[src/rtl/dlsc_dma_pkg.sv]
// Shared DMA helpers: lane count, FSM encoding, and byte-strobe utilities
// used by the realignment datapath.
package dlsc_dma_pkg;

    localparam int LANES = 4;

    typedef enum logic [1:0] {
        ST_IDLE  = 2'd0,
        ST_RUN   = 2'd1,
        ST_FLUSH = 2'd2
    } packer_state_t;

    function automatic logic [2:0] popcount4(input logic [3:0] s);
        return 3'(s[0]) + 3'(s[1]) + 3'(s[2]) + 3'(s[3]);
    endfunction

    function automatic logic strb_contig(input logic [3:0] s);
        case (s)
            4'b0000, 4'b0001, 4'b0011, 4'b0111, 4'b1111,
            4'b0010, 4'b0110, 4'b1110,
            4'b0100, 4'b1100,
            4'b1000: return 1'b1;
            default: return 1'b0;
        endcase
    endfunction

    function automatic logic [3:0] lane_mask(input logic [1:0] lo, input logic [1:0] hi);
        logic [3:0] m;
        m = '0;
        for (int i = 0; i < LANES; i++) begin
            if (i >= int'(lo) && i <= int'(hi)) begin
                m[i] = 1'b1;
            end
        end
        return m;
    endfunction

endpackage

[src/rtl/dlsc_byte_rotator.sv]
// Builds the 7-byte window (residual bytes, then input bytes from its first
// set lane) and rotates it so window byte 0 lands on destination lane p.
module dlsc_byte_rotator
    import dlsc_dma_pkg::*;
(
    input  logic [23:0] res,
    input  logic [1:0]  res_cnt,
    input  logic [31:0] data,
    input  logic [1:0]  first,
    input  logic [1:0]  p,
    output logic [55:0] win,
    output logic [31:0] lanes
);

    logic [31:0] in_sh;
    logic [23:0] res_m;

    always_comb begin
        in_sh = data >> {first, 3'b000};
        res_m = res & ~(24'hFFFFFF << {res_cnt, 3'b000});
        win   = {32'h0, res_m} | ({24'h0, in_sh} << {res_cnt, 3'b000});
        lanes = 32'(win << {p, 3'b000});
    end

endmodule

[src/rtl/dlsc_axi_byte_packer.sv]
// Re-packs a contiguous byte stream of 32-bit words onto a new destination
// byte offset; one registered output stage, input stalls on output backpressure.
module dlsc_axi_byte_packer
    import dlsc_dma_pkg::*;
#(
    parameter bit STRB_CHECK = 1'b1,
    parameter bit WARNINGS   = 1'b1
) (
    input  logic        clk,
    input  logic        rst,
    output logic        cmd_ready,
    input  logic        cmd_valid,
    input  logic [1:0]  cmd_offset,
    output logic        in_ready,
    input  logic        in_valid,
    input  logic        in_last,
    input  logic [31:0] in_data,
    input  logic [3:0]  in_strb,
    input  logic        out_ready,
    output logic        out_valid,
    output logic        out_last,
    output logic [31:0] out_data,
    output logic [3:0]  out_strb,
    output logic        cmd_done,
    output logic        strb_error
);

    packer_state_t state, state_nxt;

    logic [1:0]  p;
    logic [1:0]  c;
    logic [23:0] res;
    logic [1:0]  first;
    logic [2:0]  n;
    logic [3:0]  t;
    logic        t_ge4, t_gt4;
    logic        out_free, in_acc, load_run, load_flush;
    logic [2:0]  shift;
    logic [55:0] win;
    logic [31:0] lanes;
    logic [23:0] res_n;

    always_comb begin
        casez (in_strb)
            4'b???1: first = 2'd0;
            4'b??10: first = 2'd1;
            4'b?100: first = 2'd2;
            default: first = 2'd3;
        endcase
    end

    assign n          = popcount4(in_strb);
    assign t          = {2'b00, p} + {2'b00, c} + {1'b0, n};
    assign t_ge4      = (t >= 4'd4);
    assign t_gt4      = (t >  4'd4);
    assign out_free   = !out_valid || out_ready;
    assign in_acc     = in_valid && in_ready;
    assign load_run   = in_acc && (t_ge4 || in_last);
    assign load_flush = (state == ST_FLUSH) && out_free;
    // Bytes consumed into the output word are skipped when keeping the residual.
    assign shift      = t_ge4 ? (3'd4 - {1'b0, p}) : 3'd0;
    assign res_n      = 24'(win >> {shift, 3'b000});

    dlsc_byte_rotator u_rot (
        .res     (res),
        .res_cnt (c),
        .data    (in_data),
        .first   (first),
        .p       (p),
        .win     (win),
        .lanes   (lanes)
    );

    always_ff @(posedge clk) begin
        if (rst) state <= ST_IDLE;
        else     state <= state_nxt;
    end

    always_comb begin
        state_nxt = state;
        case (state)
            ST_IDLE:  if (cmd_valid) state_nxt = ST_RUN;
            ST_RUN:   if (in_acc && in_last) state_nxt = t_gt4 ? ST_FLUSH : ST_IDLE;
            ST_FLUSH: if (out_free) state_nxt = ST_IDLE;
            default:  state_nxt = ST_IDLE;
        endcase
    end

    always_comb begin
        cmd_ready = (state == ST_IDLE);
        in_ready  = (state == ST_RUN) && out_free;
    end

    always_ff @(posedge clk) begin
        if (rst) begin
            p   <= 2'd0;
            c   <= 2'd0;
            res <= 24'h0;
        end else if (cmd_ready && cmd_valid) begin
            p <= cmd_offset;
            c <= 2'd0;
        end else if (in_acc) begin
            res <= res_n;
            if (t_ge4) begin
                p <= 2'd0;
                c <= 2'(t - 4'd4);
            end else begin
                c <= 2'(t - {2'b00, p});
            end
        end
    end

    always_ff @(posedge clk) begin
        if (rst) begin
            out_valid <= 1'b0;
            out_last  <= 1'b0;
            out_strb  <= 4'h0;
            out_data  <= 32'h0;
            cmd_done  <= 1'b0;
        end else begin
            cmd_done <= out_valid && out_ready && out_last;
            if (load_run) begin
                out_valid <= 1'b1;
                out_data  <= lanes;
                out_last  <= in_last && !t_gt4;
                if (t_ge4)              out_strb <= lane_mask(p, 2'd3);
                else if (t[1:0] == p)   out_strb <= 4'h0;
                else                    out_strb <= lane_mask(p, 2'(t - 4'd1));
            end else if (load_flush) begin
                out_valid <= 1'b1;
                out_data  <= {8'h00, res};
                out_strb  <= lane_mask(2'd0, c - 2'd1);
                out_last  <= 1'b1;
            end else if (out_ready) begin
                out_valid <= 1'b0;
            end
        end
    end

    always_ff @(posedge clk) begin
        if (rst) begin
            strb_error <= 1'b0;
        end else if (STRB_CHECK && in_acc && !strb_contig(in_strb)) begin
            strb_error <= 1'b1;
        end
    end

    if (WARNINGS) begin : g_warn
        logic stalled;
        always_ff @(posedge clk) begin
            if (rst) begin
                stalled <= 1'b0;
            end else begin
                stalled <= (state == ST_RUN) && in_valid && !out_free;
                if ((state == ST_RUN) && in_valid && !out_free && !stalled) begin
                    $warning("dlsc_axi_byte_packer: output backpressure is stalling input");
                end
            end
        end
    end

endmodule

[config.mk]
export PLATFORM = sky130hd
export DESIGN_NAME = dlsc_axi_byte_packer
export DESIGN_NICKNAME = d
export VERILOG_FILES = /design/src/rtl/dlsc_dma_pkg.sv /design/src/rtl/dlsc_byte_rotator.sv /design/src/rtl/dlsc_axi_byte_packer.sv
export SDC_FILE = /design/constraint.sdc
export NUM_CORES = 1
export LEC_CHECK = 0
export BUFFER_PORTS_ARGS = -buffer_cell sky130_fd_sc_hd__buf_4
export CAP_MARGIN = 20
export CORE_ASPECT_RATIO = 1.4
export CORE_UTILIZATION = 40
export CTS_CLUSTER_DIAMETER = 200
export DETAILED_ROUTE_END_ITERATION = 12
export PLACE_DENSITY = 0.58
export SLEW_MARGIN = 0
export SYNTH_ARGS = -nofsm -noshare
export SYNTH_HDL_FRONTEND = slang
export SYNTH_SLANG_ARGS = --single-unit
[constraint.sdc]
create_clock -name clk -period 4.3 [get_ports clk]
set_input_delay 0.215 -clock clk [delete_from_list [all_inputs] [get_ports clk]]
set_output_delay 0.215 -clock clk [all_outputs]
set_load 0.005 [all_outputs]
==> summary.md, run 1 <==
| Metric | Value |
|---|---|
| Run status | `finished clean` |
| Number of sinks handled by clock tree synthesis | `70` |
| Largest area contributor in the netlist | `sky130_fd_sc_hd__dfxtp_1` |
| Setup Fix Bufs, Post-CTS | `0` |
| Power Dens Cells | `308 nW/um^2` |
| EDFF count, synth | `0` |
| Async set-reset flop share out of synthesis | `0` |
| Final period utilization | `0.915` |
| Worst hold path class | `input port to register` |
| Yosys warning total | `0` |
| Gr usage total | `0.293` |
| Cell area after synthesis | `6980 um^2` |
| Standard cell with the maximum stage delay on the critical path | `sky130_fd_sc_hd__a211oi_2` |
| Relative slew slack | `0.369` |
| Top post-synthesis cells by count | `sky130_fd_sc_hd__a21oi_1 (114), sky130_fd_sc_hd__nor2_1 (89), sky130_fd_sc_hd__nand2_1 (73), sky130_fd_sc_hd__dfxtp_1 (70), sky130_fd_sc_hd__a211oi_1 (43)` |
| Highest cell delay on the worst timing path | `0.57 ns` |
| Maximum number of pins on one net before global-route repair | `75` |
| Final Instance Count excl. Fillers | `1,216` |
| Cell row count | `56` |
| Post-synth top flop | `sky130_fd_sc_hd__dfxtp_1` |
| Worst Max-Slew Pin Slew | `0.937 ns` |
| Count of cells along the worst hold path | `3` |
| Number of buffers on the longest clock path | `2` |
| WS Path Type | `register to register` |
| Post-synthesis sequential element count | `70` |
| Setup skew after layout | `0.0115 ns` |
| Drt via density | `6.35` |
| Grt met3 use | `0.0423` |
| Die footprint | `18,000 um^2` |
| Count of instances resized after the clock tree is built | `0` |
| Req. time, crit path | `4.53 ns` |
| Number of global-route vias before repair | `7,025` |
| Count of nets left with antenna violations after detail routing | `0` |
| Biggest fanout along the worst timing path | `19` |
| Routing usage on met1 | `0.400` |
| Highest ir drop seen on vdd | `0.000172 V` |
| Final worst path period need | `3.93 ns` |
| Register-to-register path setup slack | `0.37 ns` |
| Starting Density | `0.414` |
| Setup violations, final | `0` |
| Floorplan Core Area | `16,900 um^2` |
| H-Tree Depth | `3` |
| Synth top area cells | `sky130_fd_sc_hd__dfxtp_1 (20%), sky130_fd_sc_hd__a21oi_1 (8.2%), sky130_fd_sc_hd__nor2_1 (4.8%), sky130_fd_sc_hd__a211oi_1 (4.6%), sky130_fd_sc_hd__nand2_1 (3.9%)` |
| Io pins | `86` |
| Number of buffers created by CTS | `9` |
| Leakage Power | `0.00321 uW` |
| Number of nets produced by synthesis | `993` |
| Post-detail-place hpwl | `19.6 mm` |
| Critical path, cell by cell | `fa_1 > inv_1 > fa_1 > inv_1 > ha_1 > inv_1 > fa_1 > nor3b_1 > a211oi_2 > buf_4 > nand2_1 > a31o_1 > a22oi_1 > nand3_1` |
| # DRC | `0` |
| Via count | `7,719` |
| Layout overhead on the synthesized area | `14.9%` |
| Cell depth of the worst flop-to-flop path | `14` |
| Number of gates on the worst path with buffers counted | `14` |
| Fraction of layout instances using a drive strength above 1 | `0.188` |
| Dominant cell by count in the synthesized netlist | `sky130_fd_sc_hd__a21oi_1` |
| Quantity of hold-fixing buffers added after cts | `0` |
| Register clock-pin slew on the reported worst setup and hold paths | `0.06 ns` |
| Global-route wire length before repair | `40.6 mm` |
| Share of the yosys chip area belonging to registers | `0.201` |
| Number of filler cells placed in the layout | `1,768` |
| Antenna violations before repair | `0` |
| Sequential cell area | `1400 um^2` |
| Layout net count | `1,042` |
| Clock tree from TritonCTS | `done` |
| Die Y-Extent | `158 um` |
| Met2 demand-to-capacity share in global routing | `0.464` |
| Diodes inserted | `0` |
| Number of iterations in the first detailed-routing pass | `7` |
| Count of input and output buffers | `85` |
| Highest clock rate | `0.254 GHz` |
| Unrepaired setup endpoints after global routing | `no` |
| Mapped Cells | `931` |
| Cell chosen for the clock root | `sky130_fd_sc_hd__clkbuf_16` |
| Mean post-synth cell area | `7.50 um^2` |
| Number of placed instances with taps included | `1,201` |
| Max-slew violation total from the final report | `0` |
| Clock insertion delay at the later pin of the skew report | `0.34 ns` |
| Final Core Density | `0.475` |
| Weighted congestion at the end of routability-driven global placement | `0.927` |
| GR Overflow Total | `0` |
| Number of DRC markers after the initial detailed-route iteration | `848` |
| Post-DR wirelength/cell | `21.7 um` |
| Unique cell type count in the Yosys netlist | `84` |
| CP bufs+invs | `4` |
| Total area of multi-input combinational cells | `5080 um^2` |
| Total routed wirelength | `26.4 mm` |
| CP startpoint kind | `register` |
| Number of maximum-capacitance violations | `0` |
| Post-synth top area share | `0.201` |
| Worst setup EP type | `register` |
| Global route hottest layer | `met2` |
| Overall die width | `114 um` |
| Critical path arrival | `4.16 ns` |
| Setup TNS | `0 ns` |
| Final Hold Fails | `0` |
| Cell class contributing the biggest share of worst-path delay | `adder cells` |
| Hold slack final | `0.137 ns` |
[tightest hold or removal path: stages]
cell and delay [ns]:
sky130_fd_sc_hd__buf_4 0.11, sky130_fd_sc_hd__nand2_1 0.05, sky130_fd_sc_hd__a21oi_1 0.06
[sequential cells by signal, indices dropped and copies added, names as in the netlist]
name,flops
p,2
res,24
out_valid,1
state,2
cmd_done,1
out_strb,4
out_last,1
out_data,32
c,2
strb_error,1
[cells in the final DEF, fill, tap and decap left out, drive strengths merged, types with 9 or more instances in the layout]
cell type  Yosys  layout
a2111oi       17      17
a211oi        47      47
a21o           9       9
a21oi        116     116
a221oi        12      12
a22oi         12      12
a31oi         28      28
and2          13      13
buf           47     120
clkbuf        35      11
dfxtp         70      70
ha            14      14
inv           15      15
mux2i         26      26
nand2         74      74
nand2b        15      15
nand3         28      28
nand3b        17      17
nor2          93      93
nor2b         26      26
nor3          20      20
nor3b         11      11
o211ai        19      19
o21ai         43      43
o221ai         9       9
o22ai         13      13
o31ai         16      16
[through the flow]
step	total power [uW]	setup slack (ns)	cell area [um^2]
final	2470	0.367	8020
after global routing	2580	0.212	8020
after CTS	2460	0.430	8020
after detailed placement	1700	0.334	7730
after global placement	1700	0.375	7730
after floorplan	1390	0.666	6980
[power breakdown]
group	internal, uW	leakage (uW)	total [uW]	switching [uW]
clock	460	0.000141	757	297
sequential	706	0.000571	757	51.2
combinational	352	0.00250	959	607
[layer usage]
layer | vias to the layer above | share of wire
met3 | 66 | 0.084
li1 | 3659 | -
met5 | - | 0
met2 | 399 | 0.44
met4 | 0 | 0.033
met1 | 3595 | 0.44
[cells by family (layout without fill, tap and decap cells)]
family / Yosys count / count (layout) / share of synthesized area
AO/OA/AOI/OAI: 381 / 381 / 0.386
XOR/XNOR: 3 / 3 / 0.00376
adder cells (fa/ha/maj): 18 / 18 / 0.0365
flip-flops: 70 / 70 / 0.201
buffers and inverters: 99 / 152 / 0.0726
multiplexers: 32 / 32 / 0.0534
AND/OR/NAND/NOR: 328 / 328 / 0.247
[final cells by class]
cell class / count / area share
clock buffers: 11 / 0.0303
clock inverters: 4 / 0.00593
inverters: 17 / 0.00795
multi-input cells: 762 / 0.633
flip-flops and latches: 70 / 0.175
well taps: 232 / 0.0362
repair buffers: 120 / 0.112
[worst paths after layout]
path / startpoint / to
worst max-delay path: c[0] / res[14]
worst min-delay path: cmd_offset[1] / p[1]
worst max register to register: c[0] / res[14]
worst min register to register: out_strb[1] / out_strb[1]
Power figures use the tool's default switching activity.
==> run 2: changes to the inputs <==
- BUFFER_PORTS_ARGS: -buffer_cell sky130_fd_sc_hd__buf_4 -> -buffer_cell sky130_fd_sc_hd__buf_2
==> run 2 against run 1 <==
  * Final cell count grew 0.16%
  * Worst hold slack lost 0.027 ns
  * Count of clock-buffer cells in the layout grew 1
  * Clock power grew 12%
  * Maximum frequency shrank 2.5%
  * Total power grew 2.7%
  * Largest power group unchanged
==> summary.md, run 2 (same netlist as run 1, synthesis figures left out) <==
| Metric | Value |
|---|---|
| Critical path arrival | `4.33 ns (was 4.16 ns)` |
| Antenna violations before repair | `0 (unchanged)` |
| Worst setup EP type | `register (unchanged)` |
| Number of maximum-capacitance violations | `0 (unchanged)` |
| Max-slew violation total from the final report | `0 (unchanged)` |
| Worst r2r dst | `out_data[24] (was res[14])` |
| Clock tree from TritonCTS | `done (unchanged)` |
| Total routed wirelength | `26.0 mm (was 26.4 mm)` |
| Global-route wire length before repair | `41.0 mm (was 40.6 mm)` |
| Cell depth of the worst flop-to-flop path | `14 (unchanged)` |
| Highest ir drop seen on vdd | `0.000217 V (was 0.000172 V)` |
| Io pins | `86 (unchanged)` |
| Count of nets left with antenna violations after detail routing | `0 (unchanged)` |
| Req. time, crit path | `4.59 ns (was 4.53 ns)` |
| Post-DR wirelength/cell | `21.4 um (was 21.7 um)` |
| Run status | `finished clean (unchanged)` |
| Critical register-to-register path startpoint | `c[0] (unchanged)` |
| Setup Fix Bufs, Post-CTS | `0 (unchanged)` |
| Final period utilization | `0.938 (was 0.915)` |
| H-Tree Depth | `3 (unchanged)` |
| Final Hold Fails | `0 (unchanged)` |
| Clock insertion delay at the later pin of the skew report | `0.35 ns (was 0.34 ns)` |
| Post-detail-place hpwl | `19.4 mm (was 19.6 mm)` |
| Floorplan Core Area | `16,900 um^2 (unchanged)` |
| Biggest fanout along the worst timing path | `6 (was 19)` |
| WS Path Type | `register to register (unchanged)` |
| Layout overhead on the synthesized area | `12.8% (was 14.9%)` |
| Starting Density | `0.414 (unchanged)` |
| Number of global-route vias before repair | `7,068 (was 7,025)` |
| Number of iterations in the first detailed-routing pass | `6 (was 7)` |
| Count of input and output buffers | `85 (unchanged)` |
| Critical path origin | `c[0] (unchanged)` |
| Unrepaired setup endpoints after global routing | `no (unchanged)` |
| Diodes inserted | `0 (unchanged)` |
| Met2 demand-to-capacity share in global routing | `0.458 (was 0.464)` |
| Critical path destination | `out_data[24] (was res[14])` |
| Leakage Power | `0.00321 uW (about the same)` |
| Worst hold path class | `input port to register (unchanged)` |
| Number of buffers created by CTS | `9 (unchanged)` |
| Setup violations, final | `0 (unchanged)` |
| Hold slack final | `0.110 ns (was 0.137 ns)` |
| Via count | `7,684 (was 7,719)` |
| Power Dens Cells | `322 nW/um^2 (was 308 nW/um^2)` |
| Die Y-Extent | `158 um (unchanged)` |
| Number of filler cells placed in the layout | `1,765 (was 1,768)` |
| Count of instances resized after the clock tree is built | `0 (unchanged)` |
| Commonest cells after routing, fill and taps aside | `sky130_fd_sc_hd__a21oi_1 (114), sky130_fd_sc_hd__nor2_1 (89), sky130_fd_sc_hd__buf_2 (85) (was sky130_fd_sc_hd__buf_4 (120), sky130_fd_sc_hd__a21oi_1 (114), sky130_fd_sc_hd__nor2_1 (89))` |
| Die footprint | `18,000 um^2 (unchanged)` |
| CP startpoint kind | `register (unchanged)` |
| Max reg flops | `32 (unchanged)` |
| Setup TNS | `0 ns (unchanged)` |
| Register-to-register path setup slack | `0.27 ns (was 0.37 ns)` |
| Number of sinks handled by clock tree synthesis | `70 (unchanged)` |
| Cell row count | `56 (unchanged)` |
| Weighted congestion at the end of routability-driven global placement | `0.923 (was 0.927)` |
| Fraction of layout instances using a drive strength above 1 | `0.190 (was 0.188)` |
| Final worst path period need | `4.03 ns (was 3.93 ns)` |
| Layout net count | `1,043 (was 1,042)` |
| Number of DRC markers after the initial detailed-route iteration | `758 (was 848)` |
| Most common cell after layout, fill and taps aside | `sky130_fd_sc_hd__a21oi_1 (was sky130_fd_sc_hd__buf_4)` |
| Global route hottest layer | `met2 (unchanged)` |
| Drt via density | `6.31 (was 6.35)` |
| # DRC | `0 (unchanged)` |
| Number of buffers on the longest clock path | `2 (unchanged)` |
| Final Core Density | `0.466 (was 0.475)` |
| Worst Max-Slew Pin Slew | `0.930 ns (was 0.937 ns)` |
| Relative slew slack | `0.364 (was 0.369)` |
| Gr usage total | `0.293 (about the same)` |
| Grt met3 use | `0.0278 (was 0.0423)` |
| Maximum number of pins on one net before global-route repair | `75 (unchanged)` |
| Registers with the highest flip-flop counts | `out_data x32, res x24, out_strb x4 (unchanged)` |
| Register ranked first by flip-flop count | `out_data (unchanged)` |
| Overall die width | `114 um (unchanged)` |
| Quantity of hold-fixing buffers added after cts | `0 (unchanged)` |
| Highest clock rate | `0.248 GHz (was 0.254 GHz)` |
| Setup skew after layout | `0.0138 ns (was 0.0115 ns)` |
| Register clock-pin slew on the reported worst setup and hold paths | `0.07 ns (was 0.06 ns)` |
| GR Overflow Total | `0 (unchanged)` |
| Routing usage on met1 | `0.408 (was 0.400)` |
| Cell chosen for the clock root | `sky130_fd_sc_hd__clkbuf_16 (unchanged)` |
[run 2: layout make-up]
type                    count  area, um^2  area share
repair buffers            121         708      0.0899
clock buffers              12         256      0.0326
flip-flops and latches     70        1400       0.178
well taps                 232         290      0.0369
multi-input cells         762        5080       0.645
clock inverters             4        77.6     0.00985
inverters                  17        63.8     0.00810
[run 2: worst min-delay path by stage]
stage / from / slack, ns / depth (start not counted) / end
6_report: cmd_offset[1] / 0.11 / 3 / p[1]
5_1_grt: cmd_offset[0] / 0.15 / 3 / p[0]
4_1_cts: cmd_offset[1] / 0.11 / 3 / p[1]
3_5_place_dp: out_strb[1] / 0.45 / 2 / out_strb[1]
3_3_place_gp: out_strb[2] / 0.44 / 2 / out_strb[2]
2_1_floorplan: cmd_offset[0] / 0.35 / 2 / p[0]
[run 2: through the flow]
stage               cell area [um^2]  power (uW)  setup slack (ns)  cells
finish                          7880        2540             0.267   1218
global route                    7880        2660             0.162   1218
CTS                             7880        2520             0.375   1218
detailed placement              7540        1680             0.399   1202
global placement                7540        1680             0.415   1202
floorplan                       6980        1390             0.666    931
[run 2: report_power, final]
| part | total [uW] | internal [uW] | switching, uW |
|---|---|---|---|
| sequential | 755 | 706 | 48.8 |
| clock | 849 | 543 | 306 |
| combinational | 935 | 330 | 605 |
| total | 2540 | 1580 | 960 |
[run 2: critical path, cell delays in order (launching register included)]
cell	delay, ns
sky130_fd_sc_hd__dfxtp_2	0.33
sky130_fd_sc_hd__fa_1	0.52
sky130_fd_sc_hd__inv_1	0.05
sky130_fd_sc_hd__fa_1	0.43
sky130_fd_sc_hd__inv_1	0.07
sky130_fd_sc_hd__ha_1	0.18
sky130_fd_sc_hd__inv_1	0.06
sky130_fd_sc_hd__fa_1	0.44
sky130_fd_sc_hd__nor2b_1	0.16
sky130_fd_sc_hd__a21oi_1	0.18
sky130_fd_sc_hd__o31a_1	0.25
sky130_fd_sc_hd__nand2_1	0.21
sky130_fd_sc_hd__a2111oi_0	0.78
sky130_fd_sc_hd__buf_4	0.23
sky130_fd_sc_hd__a221o_1	0.09
[run 2: routing by layer]
| metal | wire length [um] | share of wire |
|---|---|---|
| met1 | 11500 | 0.44 |
| met2 | 11600 | 0.45 |
| met3 | 2130 | 0.082 |
| met4 | 839 | 0.032 |
| met5 | 0 | 0 |
